`src/rtl/sprite_blitter_if.sv`:
```
// Layer-descriptor, VRAM read and framebuffer write bus of the sprite blitter.
// The master side is the blitter; the slave side is descriptor table, VRAM and FB.
interface sprite_blitter_if #(
    parameter int PIX_W = 8,
    parameter int VA_W  = 17,
    parameter int FA_W  = 15
);
    logic             start;
    logic [32:0]      layer;
    logic [9:0]       vram_inicio_X;
    logic [9:0]       vram_inicio_Y;
    logic [9:0]       vram_final_X;
    logic [9:0]       vram_final_Y;
    logic [9:0]       FB_X;
    logic [9:0]       FB_Y;
    logic             vram_rd;
    logic [VA_W-1:0]  vram_addr;
    logic [PIX_W-1:0] vram_data;
    logic             fb_we;
    logic [FA_W-1:0]  fb_addr;
    logic [PIX_W-1:0] fb_data;
    logic             busy;
    logic             done;

    modport master (
        input  start, vram_inicio_X, vram_inicio_Y, vram_final_X, vram_final_Y,
               FB_X, FB_Y, vram_data,
        output layer, vram_rd, vram_addr, fb_we, fb_addr, fb_data, busy, done
    );

    modport slave (
        output start, vram_inicio_X, vram_inicio_Y, vram_final_X, vram_final_Y,
               FB_X, FB_Y, vram_data,
        input  layer, vram_rd, vram_addr, fb_we, fb_addr, fb_data, busy, done
    );
endinterface

```
`src/rtl/sprite_blitter.sv`:
```
// Walks all layer descriptors once per start pulse and copies each VRAM source
// rectangle into the framebuffer, skipping colour-keyed and off-screen pixels.
module sprite_blitter #(
    parameter int               NUM_LAYERS = 14,
    parameter int               VRAM_W     = 160,
    parameter int               FB_W       = 160,
    parameter int               FB_H       = 120,
    parameter int               PIX_W      = 8,
    parameter logic [PIX_W-1:0] TRANSP     = 8'hE3,
    parameter int               VA_W       = 17,
    parameter int               FA_W       = 15
) (
    input  logic             clk,
    input  logic             reset,
    sprite_blitter_if.master bus
);
    typedef enum logic [2:0] {
        S_IDLE  = 3'd0,
        S_LATCH = 3'd1,
        S_RD    = 3'd2,
        S_WR    = 3'd3,
        S_NEXT  = 3'd4,
        S_DONE  = 3'd5
    } state_t;

    state_t          state_q, state_d;
    logic [32:0]     layer_q, layer_d;
    logic [9:0]      ix_q, ix_d, iy_q, iy_d, fx_q, fx_d, fy_q, fy_d;
    logic [9:0]      ox_q, ox_d, oy_q, oy_d, sx_q, sx_d, sy_q, sy_d;
    logic [VA_W-1:0] vram_addr_q, vram_addr_d;
    logic [FA_W-1:0] fb_addr_q, fb_addr_d;
    logic            clip_ok_q, clip_ok_d;

    logic            empty_s, last_pix_s, last_layer_s, in_fb_s;
    logic [10:0]     dx_s, dy_s;

    // Layer status and destination coordinates of the current source pixel
    always_comb begin
        empty_s      = (bus.vram_final_X < bus.vram_inicio_X) ||
                       (bus.vram_final_Y < bus.vram_inicio_Y);
        last_pix_s   = (sx_q == fx_q) && (sy_q == fy_q);
        last_layer_s = (layer_q == 33'(NUM_LAYERS - 1));
        // 11-bit sums so an origin near 1023 cannot wrap back onto the screen
        dx_s         = 11'(ox_q) + 11'(sx_q) - 11'(ix_q);
        dy_s         = 11'(oy_q) + 11'(sy_q) - 11'(iy_q);
        in_fb_s      = (dx_s < 11'(FB_W)) && (dy_s < 11'(FB_H));
    end

    // State register
    always_ff @(posedge clk or posedge reset) begin
        if (reset) begin
            state_q <= S_IDLE;
        end else begin
            state_q <= state_d;
        end
    end

    // Next-state logic
    always_comb begin
        state_d = state_q;
        case (state_q)
            S_IDLE:  if (bus.start)   state_d = S_LATCH; else state_d = S_IDLE;
            S_LATCH: if (empty_s)     state_d = S_NEXT;  else state_d = S_RD;
            S_RD:    state_d = S_WR;
            S_WR:    if (last_pix_s)  state_d = S_NEXT;  else state_d = S_RD;
            S_NEXT:  if (last_layer_s) state_d = S_DONE; else state_d = S_LATCH;
            S_DONE:  state_d = S_IDLE;
            default: state_d = S_IDLE;
        endcase
    end

    // Descriptor capture, raster stepping and address generation
    always_comb begin
        layer_d     = layer_q;
        ix_d        = ix_q;
        iy_d        = iy_q;
        fx_d        = fx_q;
        fy_d        = fy_q;
        ox_d        = ox_q;
        oy_d        = oy_q;
        sx_d        = sx_q;
        sy_d        = sy_q;
        fb_addr_d   = fb_addr_q;
        clip_ok_d   = clip_ok_q;
        vram_addr_d = vram_addr_q;
        case (state_q)
            S_IDLE: begin
                if (bus.start) layer_d = 33'd0; else layer_d = layer_q;
            end
            S_LATCH: begin
                ix_d = bus.vram_inicio_X;
                iy_d = bus.vram_inicio_Y;
                fx_d = bus.vram_final_X;
                fy_d = bus.vram_final_Y;
                ox_d = bus.FB_X;
                oy_d = bus.FB_Y;
                sx_d = bus.vram_inicio_X;
                sy_d = bus.vram_inicio_Y;
            end
            S_RD: begin
                clip_ok_d = in_fb_s;
                // Clipped pixels keep the last legal address on the bus
                if (in_fb_s) fb_addr_d = FA_W'(dy_s) * FA_W'(FB_W) + FA_W'(dx_s);
                else         fb_addr_d = fb_addr_q;
            end
            S_WR: begin
                if (sx_q == fx_q) begin
                    sx_d = ix_q;
                    sy_d = sy_q + 10'd1;
                end else begin
                    sx_d = sx_q + 10'd1;
                    sy_d = sy_q;
                end
            end
            S_NEXT: begin
                if (last_layer_s) layer_d = layer_q; else layer_d = layer_q + 33'd1;
            end
            S_DONE:  layer_d = 33'd0;
            default: layer_d = layer_q;
        endcase
        if (state_d == S_RD) vram_addr_d = VA_W'(sy_d) * VA_W'(VRAM_W) + VA_W'(sx_d);
        else                 vram_addr_d = vram_addr_q;
    end

    // Datapath registers
    always_ff @(posedge clk or posedge reset) begin
        if (reset) begin
            layer_q     <= 33'd0;
            ix_q        <= 10'd0;
            iy_q        <= 10'd0;
            fx_q        <= 10'd0;
            fy_q        <= 10'd0;
            ox_q        <= 10'd0;
            oy_q        <= 10'd0;
            sx_q        <= 10'd0;
            sy_q        <= 10'd0;
            vram_addr_q <= '0;
            fb_addr_q   <= '0;
            clip_ok_q   <= 1'b0;
        end else begin
            layer_q     <= layer_d;
            ix_q        <= ix_d;
            iy_q        <= iy_d;
            fx_q        <= fx_d;
            fy_q        <= fy_d;
            ox_q        <= ox_d;
            oy_q        <= oy_d;
            sx_q        <= sx_d;
            sy_q        <= sy_d;
            vram_addr_q <= vram_addr_d;
            fb_addr_q   <= fb_addr_d;
            clip_ok_q   <= clip_ok_d;
        end
    end

    // Outputs; the write strobe follows VRAM data arriving during WR
    always_comb begin
        bus.layer     = layer_q;
        bus.vram_rd   = (state_q == S_RD);
        bus.vram_addr = vram_addr_q;
        bus.fb_addr   = fb_addr_q;
        bus.busy      = (state_q != S_IDLE);
        bus.done      = (state_q == S_DONE);
        if (state_q == S_WR) begin
            bus.fb_data = bus.vram_data;
            bus.fb_we   = clip_ok_q && (bus.vram_data != TRANSP);
        end else begin
            bus.fb_data = '0;
            bus.fb_we   = 1'b0;
        end
    end
endmodule

```
`src/flat_wrapper.sv`:
```
// flat-port wrapper written by rule: the top's interface ports become plain ports
module sprite_blitter_flat 
#(
    parameter int               NUM_LAYERS = 14,
    parameter int               VRAM_W     = 160,
    parameter int               FB_W       = 160,
    parameter int               FB_H       = 120,
    parameter int               PIX_W      = 8,
    parameter logic [PIX_W-1:0] TRANSP     = 8'hE3,
    parameter int               VA_W       = 17,
    parameter int               FA_W       = 15
)
  (clk, reset, bus_start, bus_vram_inicio_X, bus_vram_inicio_Y, bus_vram_final_X, bus_vram_final_Y, bus_FB_X, bus_FB_Y, bus_vram_data, bus_layer, bus_vram_rd, bus_vram_addr, bus_fb_we, bus_fb_addr, bus_fb_data, bus_busy, bus_done);
  sprite_blitter_if #(.PIX_W(PIX_W), .VA_W(VA_W), .FA_W(FA_W)) bus_i ();
  input  logic clk;
  input  logic reset;
  input wire logic [$bits(bus_i.start)-1:0] bus_start;
  input wire logic [$bits(bus_i.vram_inicio_X)-1:0] bus_vram_inicio_X;
  input wire logic [$bits(bus_i.vram_inicio_Y)-1:0] bus_vram_inicio_Y;
  input wire logic [$bits(bus_i.vram_final_X)-1:0] bus_vram_final_X;
  input wire logic [$bits(bus_i.vram_final_Y)-1:0] bus_vram_final_Y;
  input wire logic [$bits(bus_i.FB_X)-1:0] bus_FB_X;
  input wire logic [$bits(bus_i.FB_Y)-1:0] bus_FB_Y;
  input wire logic [$bits(bus_i.vram_data)-1:0] bus_vram_data;
  output wire logic [$bits(bus_i.layer)-1:0] bus_layer;
  output wire logic [$bits(bus_i.vram_rd)-1:0] bus_vram_rd;
  output wire logic [$bits(bus_i.vram_addr)-1:0] bus_vram_addr;
  output wire logic [$bits(bus_i.fb_we)-1:0] bus_fb_we;
  output wire logic [$bits(bus_i.fb_addr)-1:0] bus_fb_addr;
  output wire logic [$bits(bus_i.fb_data)-1:0] bus_fb_data;
  output wire logic [$bits(bus_i.busy)-1:0] bus_busy;
  output wire logic [$bits(bus_i.done)-1:0] bus_done;
  assign bus_i.start = bus_start;
  assign bus_i.vram_inicio_X = bus_vram_inicio_X;
  assign bus_i.vram_inicio_Y = bus_vram_inicio_Y;
  assign bus_i.vram_final_X = bus_vram_final_X;
  assign bus_i.vram_final_Y = bus_vram_final_Y;
  assign bus_i.FB_X = bus_FB_X;
  assign bus_i.FB_Y = bus_FB_Y;
  assign bus_i.vram_data = bus_vram_data;
  assign bus_layer = bus_i.layer;
  assign bus_vram_rd = bus_i.vram_rd;
  assign bus_vram_addr = bus_i.vram_addr;
  assign bus_fb_we = bus_i.fb_we;
  assign bus_fb_addr = bus_i.fb_addr;
  assign bus_fb_data = bus_i.fb_data;
  assign bus_busy = bus_i.busy;
  assign bus_done = bus_i.done;
  sprite_blitter #(.NUM_LAYERS(NUM_LAYERS), .VRAM_W(VRAM_W), .FB_W(FB_W), .FB_H(FB_H), .PIX_W(PIX_W), .TRANSP(TRANSP), .VA_W(VA_W), .FA_W(FA_W)) u_core (.clk(clk), .reset(reset), .bus(bus_i));
endmodule
```
`config.mk`:
```
export PLATFORM = sky130hd
export DESIGN_NAME = sprite_blitter_flat
export DESIGN_NICKNAME = d
export VERILOG_FILES = /design/src/rtl/sprite_blitter_if.sv /design/src/rtl/sprite_blitter.sv /design/src/flat_wrapper.sv
export SDC_FILE = /design/constraint.sdc
export NUM_CORES = 1
export LEC_CHECK = 0
export ABC_AREA = 0
export CORE_ASPECT_RATIO = 2
export CORE_UTILIZATION = 25
export CTS_BUF_LIST = sky130_fd_sc_hd__clkbuf_4
export CTS_CLUSTER_SIZE = 8
export DETAILED_ROUTE_END_ITERATION = 8
export SLEW_MARGIN = 15
export SYNTH_ARGS = -nofsm -noshare
export SYNTH_HDL_FRONTEND = slang
export SYNTH_SLANG_ARGS = --single-unit
```
`constraint.sdc`:
```
create_clock -name clk -period 6.1 [get_ports clk]
set_input_delay 0.915 -clock clk [delete_from_list [all_inputs] [get_ports clk]]
set_output_delay 0.915 -clock clk [all_outputs]
set_load 0.005 [all_outputs]
```
# [Yosys cells after proc, flatten, opt, wreduce, memory -nomap -nowiden]
# Index checks and enable logic that the tools add are counted.
[classes] addsub=9 multipliers=2 div_mod_pow=0 magnitude_cmp=4 n_eq_ne=12 shift=0 muxes=14 n_bitwise=0 reduce_logical=9
[op_table] op="one-hot mux 33 bit (3 select lines)" count=1
[op_table] op="2-to-1 mux 33 bit" count=2
[op_table] op="one-hot mux 10 bit (2 select lines)" count=2
[op_table] op="adder 33 x 1 -> 33 bit, second input constant" count=1
[op_table] op="== test 33 x 4 -> 1 bit, second input constant" count=1
[op_table] op="adder 10 x 10 -> 11 bit" count=2
[op_table] op="subtractor 11 x 10 -> 11 bit" count=2
[op_table] op="adder 10 x 1 -> 10 bit, second input constant" count=2
[op_table] op="== test 10 bit" count=2
[op_table] op="< comparator 10 bit" count=2
[op_table] op="2-to-1 mux 10 bit" count=2
[op_table] op="adder 17 x 10 -> 17 bit" count=1
[op_table] op="adder 15 x 11 -> 15 bit" count=1
[op_table] op="one-hot mux 3 bit (5 select lines)" count=1
[op_table] op="multiplier 10 x 3 -> 12 bit, second input constant" count=1
[op_table] op="< comparator 11 x 7 -> 1 bit, second input constant" count=1
[op_table] op="< comparator 11 x 8 -> 1 bit, second input constant" count=1
[op_table] op="multiplier 11 x 3 -> 10 bit, second input constant" count=1
[op_table] op="== test 3 x 2 -> 1 bit, second input constant" count=3
[op_table] op="2-to-1 mux 3 bit" count=3
[op_table] op="2-to-1 mux 8 bit" count=1
[op_table] op="inequality test 8 bit, second input constant" count=1
[op_table] op="== test 3 bit, second input constant" count=2
[op_table] op="nonzero test 3 bit" count=2
[op_table] op="other kinds (8)" count=12
[totals] ff_bits=149 latchBits=0 ramBits=0 rom_bits=0 input_bits=71 word_cells=63 memories=0

# [Depth between registers and ports, before layout]
# Gate-level depths: netlist of run 1.
[logic_depth] word_depth=5 ltp_mapped=20 depth_no_buf=20

# [Worst setup path before layout of run 1]
# No wires, ideal clock.
[synth_timing] path_kind="register to register" from="register u_core.sx_q[2]" to="register u_core.vram_addr_q[13] (netlist: u_core.bus.vram_addr[13])" setup_time_ns=0.125 arrival_ns=4.181 setup_slack_ns=1.795 stages_incl_launch_ff=19 n_path_buf=2 synth_period_minus_slack_ns=4.305 cell_sequence="dfrtp_1 -> clkbuf_1 -> xor2_1 -> nor4_1 -> and3_1 -> clkbuf_1 -> nand4_1 -> nor3_1 -> o21ai_0 -> o21a_1 -> ha_1 -> ha_1 -> fa_1 -> ha_1 -> a21boi_0 -> o21ai_0 -> nor2b_1 -> xor2_1 -> mux2_2"
[synth_between] elab_chain_len=5 elab_cells_between_ends=12 classes_between="2 x add/sub; 1 x mul; 2 x eq/ne; 6 x mux; 1 x reduce/logical"
[synth_rtl] element="from (decl)" line="sprite_blitter.sv:29" text="logic [9:0] ox_q, ox_d, oy_q, oy_d, sx_q, sx_d, sy_q, sy_d;"
[synth_rtl] element="from (signal assigned)" line="sprite_blitter.sv:135" text="sx_q <= 10'd0;"
[synth_rtl] element="from (signal assigned)" line="sprite_blitter.sv:148" text="sx_q <= sx_d;"
[synth_rtl] element="== test 10 bit" line="sprite_blitter.sv:107" text="if (sx_q == fx_q) begin"
[synth_rtl] element="2-to-1 mux 10 bit" line="sprite_blitter.sv:107"
[synth_rtl] element="one-hot mux 10 bit (2 select lines)" line="sprite_blitter.sv:86" text="case (state_q)"
[synth_rtl] element="named net u_core.sy_d[3]" line="sprite_blitter.sv:29"
[synth_rtl] element="multiplier 10 x 3 -> 12 bit" line="sprite_blitter.sv:121" text="if (state_d == S_RD) vram_addr_d = VA_W'(sy_d) * VA_W'(VRAM_W) + VA_W'(sx_d);"
[synth_rtl] element="adder 17 x 10 -> 17 bit" line="sprite_blitter.sv:121"
[synth_rtl] element="to (signal assigned)" line="sprite_blitter.sv:150" text="vram_addr_q <= vram_addr_d;"
[synth_rtl] element="to (decl)" line="sprite_blitter.sv:30" text="logic [VA_W-1:0] vram_addr_q, vram_addr_d;"
# The timed path passes the listed nets, and every way through them passes these cells.
# A chain may end at the register's enable or synchronous reset.

# [Worst setup path in the final report of run 1]
[layout_timing] from="register u_core.sx_q[2]" to="register u_core.vram_addr_q[16] (netlist: u_core.bus.vram_addr[16])"
# The elaborated chain is that of the path after synthesis.

==> results of run 1 <==
==> tightest hold or removal path, stage by stage (launching register included) <==
cell and delay [ns]:
sky130_fd_sc_hd__dfrtp_1 0.38, sky130_fd_sc_hd__nand2_1 0.05, sky130_fd_sc_hd__o21ai_0 0.06
==> through the flow <==
step                      hold WS, ns  utilization [%]  setup slack (ns)  cell area, um^2
after floorplan                 0.450                -              1.18            10600
after global placement          0.487             30.3              1.21            12700
after detailed placement        0.493             30.3              1.14            12700
after CTS                       0.526             30.9              1.09            12900
after global routing            0.552             30.9             0.755            12900
final                           0.517             30.9              1.02            12900
==> cells by family (layout without fill, tap and decap cells) <==
group,count (synthesis),in the layout
AO/OA/AOI/OAI,295,295
adder cells (fa/ha/maj),105,105
flip-flops,149,149
multiplexers,62,62
XOR/XNOR,64,64
other,0,1
buffers and inverters,181,320
AND/OR/NAND/NOR,322,322
==> worst paths after layout <==
| kind | slack [ns] | start | end |
|---|---|---|---|
| hold reg to reg | 0.52 | u_core.iy_q[2]$_DFFE_PP0N_ | u_core.iy_q[2]$_DFFE_PP0N_ |
| setup / recovery | 1.02 | u_core.sx_q[2]$_DFF_PP0_ | u_core.bus.vram_addr[16]$_DFFE_PP0N_ |
| hold / removal | 0.52 | u_core.iy_q[2]$_DFFE_PP0N_ | u_core.iy_q[2]$_DFFE_PP0N_ |
| setup reg to reg | 1.02 | u_core.sx_q[2]$_DFF_PP0_ | u_core.bus.vram_addr[16]$_DFFE_PP0N_ |
| max in group asynchronous | 4.25 | reset | u_core.state_q[1]$_DFF_PP0_ |
| min in group asynchronous | 0.76 | reset | u_core.ix_q[2]$_DFFE_PP0N_ |
==> cell usage after synthesis, types with 17 or more instances <==
library cell | n | area share (%)
sky130_fd_sc_hd__ha_1 | 81 | 9.5
sky130_fd_sc_hd__nand3_1 | 32 | 1.5
sky130_fd_sc_hd__fa_1 | 24 | 4.5
sky130_fd_sc_hd__clkbuf_1 | 40 | 1.4
sky130_fd_sc_hd__dfrtp_1 | 149 | 35
sky130_fd_sc_hd__nor2_1 | 62 | 2.2
sky130_fd_sc_hd__inv_1 | 129 | 4.6
sky130_fd_sc_hd__and3_1 | 17 | 1.0
sky130_fd_sc_hd__nor3_1 | 21 | 0.99
sky130_fd_sc_hd__nand4_1 | 17 | 1.0
sky130_fd_sc_hd__xnor2_1 | 38 | 3.1
sky130_fd_sc_hd__a21oi_1 | 35 | 1.6
sky130_fd_sc_hd__o21ai_0 | 140 | 6.6
sky130_fd_sc_hd__nand2_1 | 104 | 3.7
sky130_fd_sc_hd__xor2_1 | 26 | 2.1
sky130_fd_sc_hd__mux2_2 | 40 | 4.2
==> state kept, by name, indices dropped and copies added, names as in the netlist <==
name	count
u_core.sy_q	10
u_core.ox_q	10
u_core.ix_q	10
u_core.bus.vram_addr	17
u_core.fx_q	10
u_core.oy_q	10
u_core.bus.fb_addr	15
u_core.state_q	3
u_core.fy_q	10
u_core.clip_ok_q	1
u_core.iy_q	10
u_core.sx_q	10
u_core.bus.layer	33
==> layout make-up <==
class                      count  area share (%)
clock inverter                14           0.921
clock buffer                  17           0.989
antenna                        1          0.0194
multi-input combinational    848            48.0
timing repair buffer         158            12.0
tap                          540            5.24
inverter                     131            3.87
sequential                   149            28.9
==> metal layers <==
layer / routed length (um) / vias to the layer above / global-route usage [%] / share of wire (%)
li1: - / 4419 / - / -
met1: 11200 / 4380 / 14.6 / 34
met5: 0 / - / 0 / 0
met2: 17800 / 299 / 29.4 / 55
met4: 1990 / 0 / 10.2 / 6.1
met3: 1580 / 91 / 3.42 / 4.9
==> impl_metrics.json, run 1 <==
{
  "status": "finished clean",
  "timing.final.crit_share_pct": 83.2,
  "grt_pass1_vias": 9463,
  "synth-warning-count": 0,
  "dp_hpwl_um": 25800,
  "critical_path_peak_fanout": 7,
  "gr-total-overflow": 0,
  "setup_violations": 0,
  "final_cells": 1858,
  "final_layout_size_suffix_gt1_share_pct": 7.90,
  "post_synth_and_or_nand_nor_area_fraction_pct": 15.1,
  "clock-skew-final_ns": 0.0332,
  "synth_compound_area_share_pct": 17.1,
  "final_cell_mix": "sky130_fd_sc_hd__dfrtp_1, sky130_fd_sc_hd__clkdlybuf4s50_1, sky130_fd_sc_hd__o21ai_0",
  "cp.required_ns": 6.62,
  "max-cap-violations": 0,
  "cts-buffers-inserted": 17,
  "finalNetCount": 1481,
  "grt_start_max_net_pins": 79,
  "netlist_area_um2": 10600,
  "timing.final.max_slew_violations": 0,
  "drtPass1Iterations": 6,
  "synthesis.area_per_instance_um2": 9.01,
  "synth-xor-area-share_pct": 5.28,
  "final-seq-area_um2": 3730,
  "cts_buffer_depth": 2,
  "clockRootBuffer": "sky130_fd_sc_hd__clkbuf_4",
  "first_pass_grt_wire_length_um": 50900,
  "maxClockFrequency_mhz": 197,
  "period_minus_slack_ns": 5.08,
  "hold_depth": 2,
  "synth_cell_types": 69,
  "synth_edf_count": 0,
  "cpMaxStageDelayCell": "sky130_fd_sc_hd__nor4_1",
  "multi_input_gate_area_um2": 6200,
  "synth_ff_type": "sky130_fd_sc_hd__dfrtp_1",
  "place_inst": 1826,
  "gpl.final_weighted_congestion": 0.921,
  "cts.repair_timing.setup_buffer_count": 0,
  "drc": 0,
  "insertion_delay_ns": 0.63,
  "critPathMostFrequentCell": "sky130_fd_sc_hd__a21oi_1",
  "reg_clk_slew_reported_paths_ns": 0.15,
  "crit_path_buffers_inverters": 0,
  "cts_hold_buf": 0,
  "worst-endpoint-arrival_ns": 5.60,
  "die-area_um2": 43300,
  "die_y_um": 293,
  "top_level_ports": 148,
  "number_of_flip_flops_and_latches_in_the_synthesized_netlist": 149,
  "critical_path_depth": 16,
  "crit_type": "register to register",
  "most_frequent_standard_cell_in_the_layout_excluding_fill_and_tap_cells": "sky130_fd_sc_hd__dfrtp_1",
  "num_vias": 9189,
  "global_route.usage.total_pct": 15.5,
  "timing.critical_path.to_type": "register",
  "syn-num-nets": 1354,
  "yosys-mux-area-fraction_pct": 6.65,
  "drt-wirelength-per-cell_um": 17.5,
  "die_width_um": 148,
  "num_rows": 106,
  "worst-r2r-cell-count": 16,
  "synth_top_family_by_area": "compound AO/OA/AOI/OAI gates",
  "core_region_area_um2": 41800,
  "antenna_violations_before_repair": 1,
  "worstSetupStartpointType": "register",
  "synthesis.instances": 1178,
  "yosysSeqAreaShare_pct": 35.1,
  "drt_wl_total_um": 32600,
  "vias_per_cell": 4.95,
  "synth_fa_ha_area_share_pct": 14.1,
  "fill_cells": 4394,
  "hold_viol_final": 0,
  "rsz_0062_raised_after_global_routing": "false",
  "postRouteAntennaNets": 0,
  "cts_tree": "done",
  "areaGrowthSynthToFinish_pct": 21.5,
  "async_flop_share_pct": 100,
  "htree_levels": 4,
  "buffer_ports.inserted": 147,
  "cts-resized-gates": 0,
  "path_delay_family": "simple AND/OR/NAND/NOR gates",
  "clkSinkCount": 149,
  "fin_setup_tns_ns": 0,
  "path_cells": "xor2_1 > nor4_1 > nand3_1 > nor3_1 > nand2_1 > o21ai_0 > a21oi_1 > ha_1 > fa_1 > a21oi_1 > o2111ai_1 > o211ai_1 > o311ai_0 > a2bb2oi_1 > o21a_1 > o31a_1",
  "drt-initial-drc-count": 311,
  "initial_core_util_pct": 25.4,
  "hold_path.class": "register to register",
  "slew-limit-headroom_pct": 30.2,
  "timing.critical_path.slowest_cell_delay_ns": 0.76,
  "tightest_slew_ns": 1.04
}
Power of run 1 is not shown: default switching activity piles up to over one toggle a cycle in this logic, so the estimate is an artifact.
==> run 2, diff against run 1 <==
Clock period 6.1 ns to 4.75 ns, I/O delays scaled along.
==> run 2 against run 1 <==
  * First-iteration DRC count grew 4.8%
  * Utilization grew 0.71 points
  * Worst hold slack gained 0.0058 ns
  * Setup slack lost 0.85 ns
==> impl_metrics.json, run 2 (same netlist as run 1, synthesis figures left out) <==
{
  "drt-wirelength-per-cell_um": 17.2,
  "worstReg2RegStart": "u_core.sx_q[3]$_DFF_PP0_",
  "critical_path.startpoint": "u_core.sx_q[3]$_DFF_PP0_",
  "most_frequent_standard_cell_in_the_layout_excluding_fill_and_tap_cells": "sky130_fd_sc_hd__clkdlybuf4s50_1",
  "crit_type": "register to register",
  "cts_tree": "done",
  "num_rows": 106,
  "hold_path.class": "register to register",
  "drt_wl_total_um": 32400,
  "regToRegEndpoint": "u_core.bus.vram_addr[16]$_DFFE_PP0N_",
  "timing.final.crit_share_pct": 96.4,
  "num_vias": 9217,
  "final-seq-area_um2": 3730,
  "timing.final.max_slew_violations": 0,
  "fill_cells": 4347,
  "reg_clk_slew_reported_paths_ns": 0.16,
  "finish.instance_area_um2": 13200,
  "clkSinkCount": 149,
  "areaGrowthSynthToFinish_pct": 24.3,
  "first_pass_grt_wire_length_um": 51000,
  "top_level_ports": 148,
  "timing.critical_path.to_type": "register",
  "cp.required_ns": 5.30,
  "die_y_um": 293,
  "drc": 0,
  "clock-skew-final_ns": 0.0282,
  "setup_violations": 0,
  "final_util_pct": 31.6,
  "min_from": "u_core.iy_q[2]$_DFFE_PP0N_",
  "cts_hold_buf": 0,
  "finalNetCount": 1507,
  "worst-endpoint-arrival_ns": 5.13,
  "maxClockFrequency_mhz": 218,
  "global_route.usage.total_pct": 15.5,
  "die-area_um2": 43300,
  "hold_depth": 2,
  "placedInstanceArea_um2": 12800,
  "final_layout_size_suffix_gt1_share_pct": 10.4,
  "cts-buffers-inserted": 17,
  "vias_per_cell": 4.88,
  "multi_input_gate_area_um2": 6220,
  "core_region_area_um2": 41800,
  "cts_buffer_depth": 2,
  "critical_path_peak_fanout": 5,
  "tightest_slew_ns": 0.953,
  "worst-r2r-cell-count": 18,
  "status": "finished clean",
  "die_width_um": 148,
  "reg2reg_slack_ns": 0.17,
  "dp_hpwl_um": 25700,
  "insertion_delay_ns": 0.64,
  "buffer_ports.inserted": 147,
  "gr-total-overflow": 0,
  "gpl.final_weighted_congestion": 0.869,
  "grt_start_max_net_pins": 96,
  "worstSetupStartpointType": "register",
  "postRouteAntennaNets": 0,
  "period_minus_slack_ns": 4.58,
  "htree_levels": 4,
  "max_ffs_per_register": 33,
  "initial_core_util_pct": 25.4,
  "antenna_violations_before_repair": 3,
  "grt_pass1_vias": 9630,
  "final_cell_mix": "sky130_fd_sc_hd__clkdlybuf4s50_1, sky130_fd_sc_hd__dfrtp_1, sky130_fd_sc_hd__o21ai_0",
  "rsz_0062_raised_after_global_routing": "true",
  "clockRootBuffer": "sky130_fd_sc_hd__clkbuf_4",
  "slew-limit-headroom_pct": 35.9,
  "endpoint": "u_core.bus.vram_addr[16]$_DFFE_PP0N_",
  "drtPass1Iterations": 5,
  "max-cap-violations": 0,
  "drt-initial-drc-count": 326,
  "hold_viol_final": 0
}
## run 2: cell type report
cell class | count | share of cell area, %
Antenna cell | 3 | 0.0569
Clock buffer | 17 | 0.967
Clock inverter | 15 | 1.40
Inverter | 131 | 3.78
Multi-Input combinational cell | 848 | 47.1
Sequential cell | 149 | 28.3
Tap cell | 540 | 5.12
Timing Repair Buffer | 184 | 13.3
## run 2: worst min-delay path by stage
stage,end
2_1_floorplan,u_core.clip_ok_q$_DFFE_PP0P_
3_3_place_gp,u_core.iy_q[1]$_DFFE_PP0N_
3_5_place_dp,u_core.iy_q[1]$_DFFE_PP0N_
4_1_cts,u_core.iy_q[2]$_DFFE_PP0N_
5_1_grt,u_core.iy_q[2]$_DFFE_PP0N_
6_report,u_core.iy_q[2]$_DFFE_PP0N_
## run 2: timing repair
action,4_1_cts,5_1_grt
setup endpoints to repair,0,7
setup buffers,0,2
resized for setup,0,10
## run 2: per-stage QoR
step | hold WS (ns) | cells | TNS, ns | setup slack [ns]
6_report | 0.523 | 1887 | 0 | 0.172
5_1_grt | 0.539 | 1887 | -0.172 | -0.104
4_1_cts | 0.529 | 1882 | 0 | 0.147
3_5_place_dp | 0.495 | 1850 | 0 | 0.163
3_3_place_gp | 0.482 | 1850 | 0 | 0.215
2_1_floorplan | 0.450 | 1178 | 0 | 0.0295
## run 2: critical path, stage by stage (launching register included)
cell                        delay, ns
sky130_fd_sc_hd__dfrtp_1         0.47
sky130_fd_sc_hd__xor2_1          0.20
sky130_fd_sc_hd__nor4_2          0.35
sky130_fd_sc_hd__buf_4           0.19
sky130_fd_sc_hd__and3_1          0.27
sky130_fd_sc_hd__nand4_1         0.17
sky130_fd_sc_hd__nor3_1          0.19
sky130_fd_sc_hd__o21ai_0         0.10
sky130_fd_sc_hd__o21a_1          0.18
sky130_fd_sc_hd__ha_1            0.31
sky130_fd_sc_hd__ha_1            0.24
sky130_fd_sc_hd__fa_1            0.40
sky130_fd_sc_hd__a21oi_1         0.29
sky130_fd_sc_hd__o2111ai_1       0.19
sky130_fd_sc_hd__o211ai_1        0.18
sky130_fd_sc_hd__o311ai_0        0.19
sky130_fd_sc_hd__a2bb2oi_1       0.18
sky130_fd_sc_hd__o21a_1          0.12
sky130_fd_sc_hd__o31a_1          0.27
## run 2: layer usage
layer,part of all wire [%],GRT usage (%)
met5,0.096,0
met4,6.1,10.8
met3,5.0,3.42
met2,55,29.5
met1,34,14.3
Power of run 2 is left out for the same reason.
==> RTL edit, RTL diff (flow settings as in run 1) <==
`VA_W` is set to 17 in 3 places; all go to 25.
--- a/src/rtl/sprite_blitter_if.sv
+++ b/src/rtl/sprite_blitter_if.sv
@@ -2,7 +2,7 @@
 // The master side is the blitter; the slave side is descriptor table, VRAM and FB.
 interface sprite_blitter_if #(
     parameter int PIX_W = 8,
-    parameter int VA_W  = 17,
+    parameter int VA_W  = 25,
     parameter int FA_W  = 15
 );
     logic             start;
--- a/src/rtl/sprite_blitter.sv
+++ b/src/rtl/sprite_blitter.sv
@@ -7,7 +7,7 @@
     parameter int               FB_H       = 120,
     parameter int               PIX_W      = 8,
     parameter logic [PIX_W-1:0] TRANSP     = 8'hE3,
-    parameter int               VA_W       = 17,
+    parameter int               VA_W       = 25,
     parameter int               FA_W       = 15
 ) (
     input  logic             clk,
--- a/src/flat_wrapper.sv
+++ b/src/flat_wrapper.sv
@@ -7,7 +7,7 @@
     parameter int               FB_H       = 120,
     parameter int               PIX_W      = 8,
     parameter logic [PIX_W-1:0] TRANSP     = 8'hE3,
-    parameter int               VA_W       = 17,
+    parameter int               VA_W       = 25,
     parameter int               FA_W       = 15
 )
   (clk, reset, bus_start, bus_vram_inicio_X, bus_vram_inicio_Y, bus_vram_final_X, bus_vram_final_Y, bus_FB_X, bus_FB_Y, bus_vram_data, bus_layer, bus_vram_rd, bus_vram_addr, bus_fb_we, bus_fb_addr, bus_fb_data, bus_busy, bus_done);
Ports: changed (resized bus_vram_addr); port bits go from 148 to 156. The function was not compared with the original's and may differ.
==> RTL edit against run 1 <==
Via count decreased by 5.3%; final cell count decreased by 0.70%; final area decreased by 1.2%; first-iteration DRC count decreased by 13%; critical path depth increased by 4; die area decreased by 2.3%; setup slack got worse by 0.18 ns; synthesized area decreased by 2.3%; hold slack got worse by 0.019 ns; sequential cell count increased by 2; wire length decreased by 6.3%; highest routed layer is now met5.
Power is not shown: default switching activity piles up to over one toggle a cycle in this logic, so the estimate is an artifact.
==> RTL edit: results (changes against run 1) <==
stage	metric	value	unit	change
run_status	outcome	finished clean		
worst_setup_path	crit start category	flip-flop		
worst_setup_path	Reg2Reg Depth	20		+4
final_layout	final cell count without fillers	1845		-0.70%
global_route	M3 GR Usage	3.16	%	-0.26 points
cts	CTS Buf Count	17		unchanged
timing	Worst Skew	0.0322	ns	-0.00101 ns
worst_setup_path	Critical Path Fanout Max	13		+6
final_layout	share of layout cells above drive strength 1	6.51	%	-1.4 points
synthesis	Synth Area in Compound Gates	13.6	%	-3.5 points
worst_setup_path	slowest library cell on the worst path	or3_1		
global_route	total track usage	14.9	%	-0.64 points
hold_path	Hold Crit Class	flip-flop to flip-flop		
cts	Clock Pin Slew Worst Setup and Hold Paths	0.14	ns	
final_layout	Largest register FFs	33		unchanged
placed_design	RePlAce Congestion	0.887		-3.7%
global_route	first-pass GRT wire length	47800	µm	-6.1%
global_route	vias in the first global route	9055		-4.3%
synthesis	register area share after synthesis	36.4	%	+1.3 points
global_route	met1 usage	13.6	%	-0.99 points
worst_setup_path	worst r2r src	u_core.sx_q[7]$_DFF_PP0_		
global_route	pin count of the biggest net entering global routing	102		+29%
hold_path	Hold Path End	u_core.clip_ok_q$_DFFE_PP0P_		
worst_setup_path	Largest delay share family, worst path	simple AND/OR/NAND/NOR gates		
cts	post_cts resized	0		unchanged
cts	worst skew pair latency	0.63	ns	about the same
worst_setup_path	critical path data arrival time	5.76	ns	+0.16 ns
synthesis	count of cell types in the netlist	66		-4.3%
route	Starting DRT DRC Count	271		-13%
global_route	initial antenna violation count	6		+5
final_layout	Nets	1471		-0.68%
cts	CTS max path bufs	2		unchanged
cts	# Post-CTS Setup Buffers	0		unchanged
route	DR pass1 iterations	7		+1
placed_design	DP HPWL	24500	µm	-5.2%
route	drt via density	4.71		-4.7%
synthesis	xor/xnor share of the synthesized area	7.99	%	+2.7 points
cts	H-tree depth	4		unchanged
route	DRT Wirelength	30600	µm	-6.3%
synthesis	post-synthesis mux area share	3.33	%	-3.3 points
final_layout	Filler cells	4349		-1.0%
placed_design	Post-DP Area	12400	µm²	-1.8%
placed_design	IO Port Bufs	149		+1.4%
worst_setup_path	reg2reg setup slack	0.84	ns	-0.18 ns
synthesis	Adder-Cell Fraction of Synth Area	14.4	%	+0.33 points
synthesis	Synth top area share	36.4	%	+1.3 points
synthesis	Synth top cells by count	nand2_1 (155), dfrtp_1 (151), inv_1 (124)		
synthesis	Cells after Synth	1162		-1.4%
worst_setup_path	delay of the slowest cell on the worst path	0.64	ns	-0.12 ns
worst_setup_path	critical path capture point	u_core.bus.vram_addr[16]$_DFFE_PP0N_		
global_route	M2 GR Usage	28.7	%	-0.70 points
timing	worst rel slew slack	35.8	%	+5.6 points
synthesis	YS warnings	0		unchanged
cts	CTS root buffer	clkbuf_4		
synthesis	synth top area cells	dfrtp_1 (36%), ha_1 (9.8%), nand2_1 (5.6%)		
hold_path	Worst Hold Launch	u_core.clip_ok_q$_DFFE_PP0P_		
hold_path	Hold Path Cell Cnt	2		unchanged
synthesis	ys async rst share	100	%	unchanged
-- RTL edit: cell count changes after synthesis, moves of 9 or more --
cell	change
o21ai_0	-61
nand2_1	+51
xnor2_1	+26
mux2_2	-24
a21oi_1	+23
a211oi_1	-9
mux2i_1	-9
nand2b_1	+9
-- RTL edit: area by class of cell --
cell class	count	area, µm²	area share (%)
multi-input cells	842	5940	46.6
flip-flops and latches	151	3780	29.7
repair buffers	159	1570	12.3
well taps	535	669	5.25
inverters	124	470	3.69
clock inverters	13	181	1.42
clock buffers	17	128	1.00
diodes	4	10.0	0.0785
-- RTL edit: routing by layer --
metal,part of all wire [%],up-vias
met2,55,232
met3,4.7,74
met4,6.2,4
met1,34,4197
met5,0.072,-
li1,-,4192
-- RTL edit: metrics by stage --
stage          hold slack (ns)  setup WS, ns
4_1_cts                  0.496         0.785
2_1_floorplan            0.438          1.12
3_3_place_gp             0.460         0.885
6_report                 0.497         0.841
5_1_grt                  0.528         0.472
3_5_place_dp             0.462         0.843
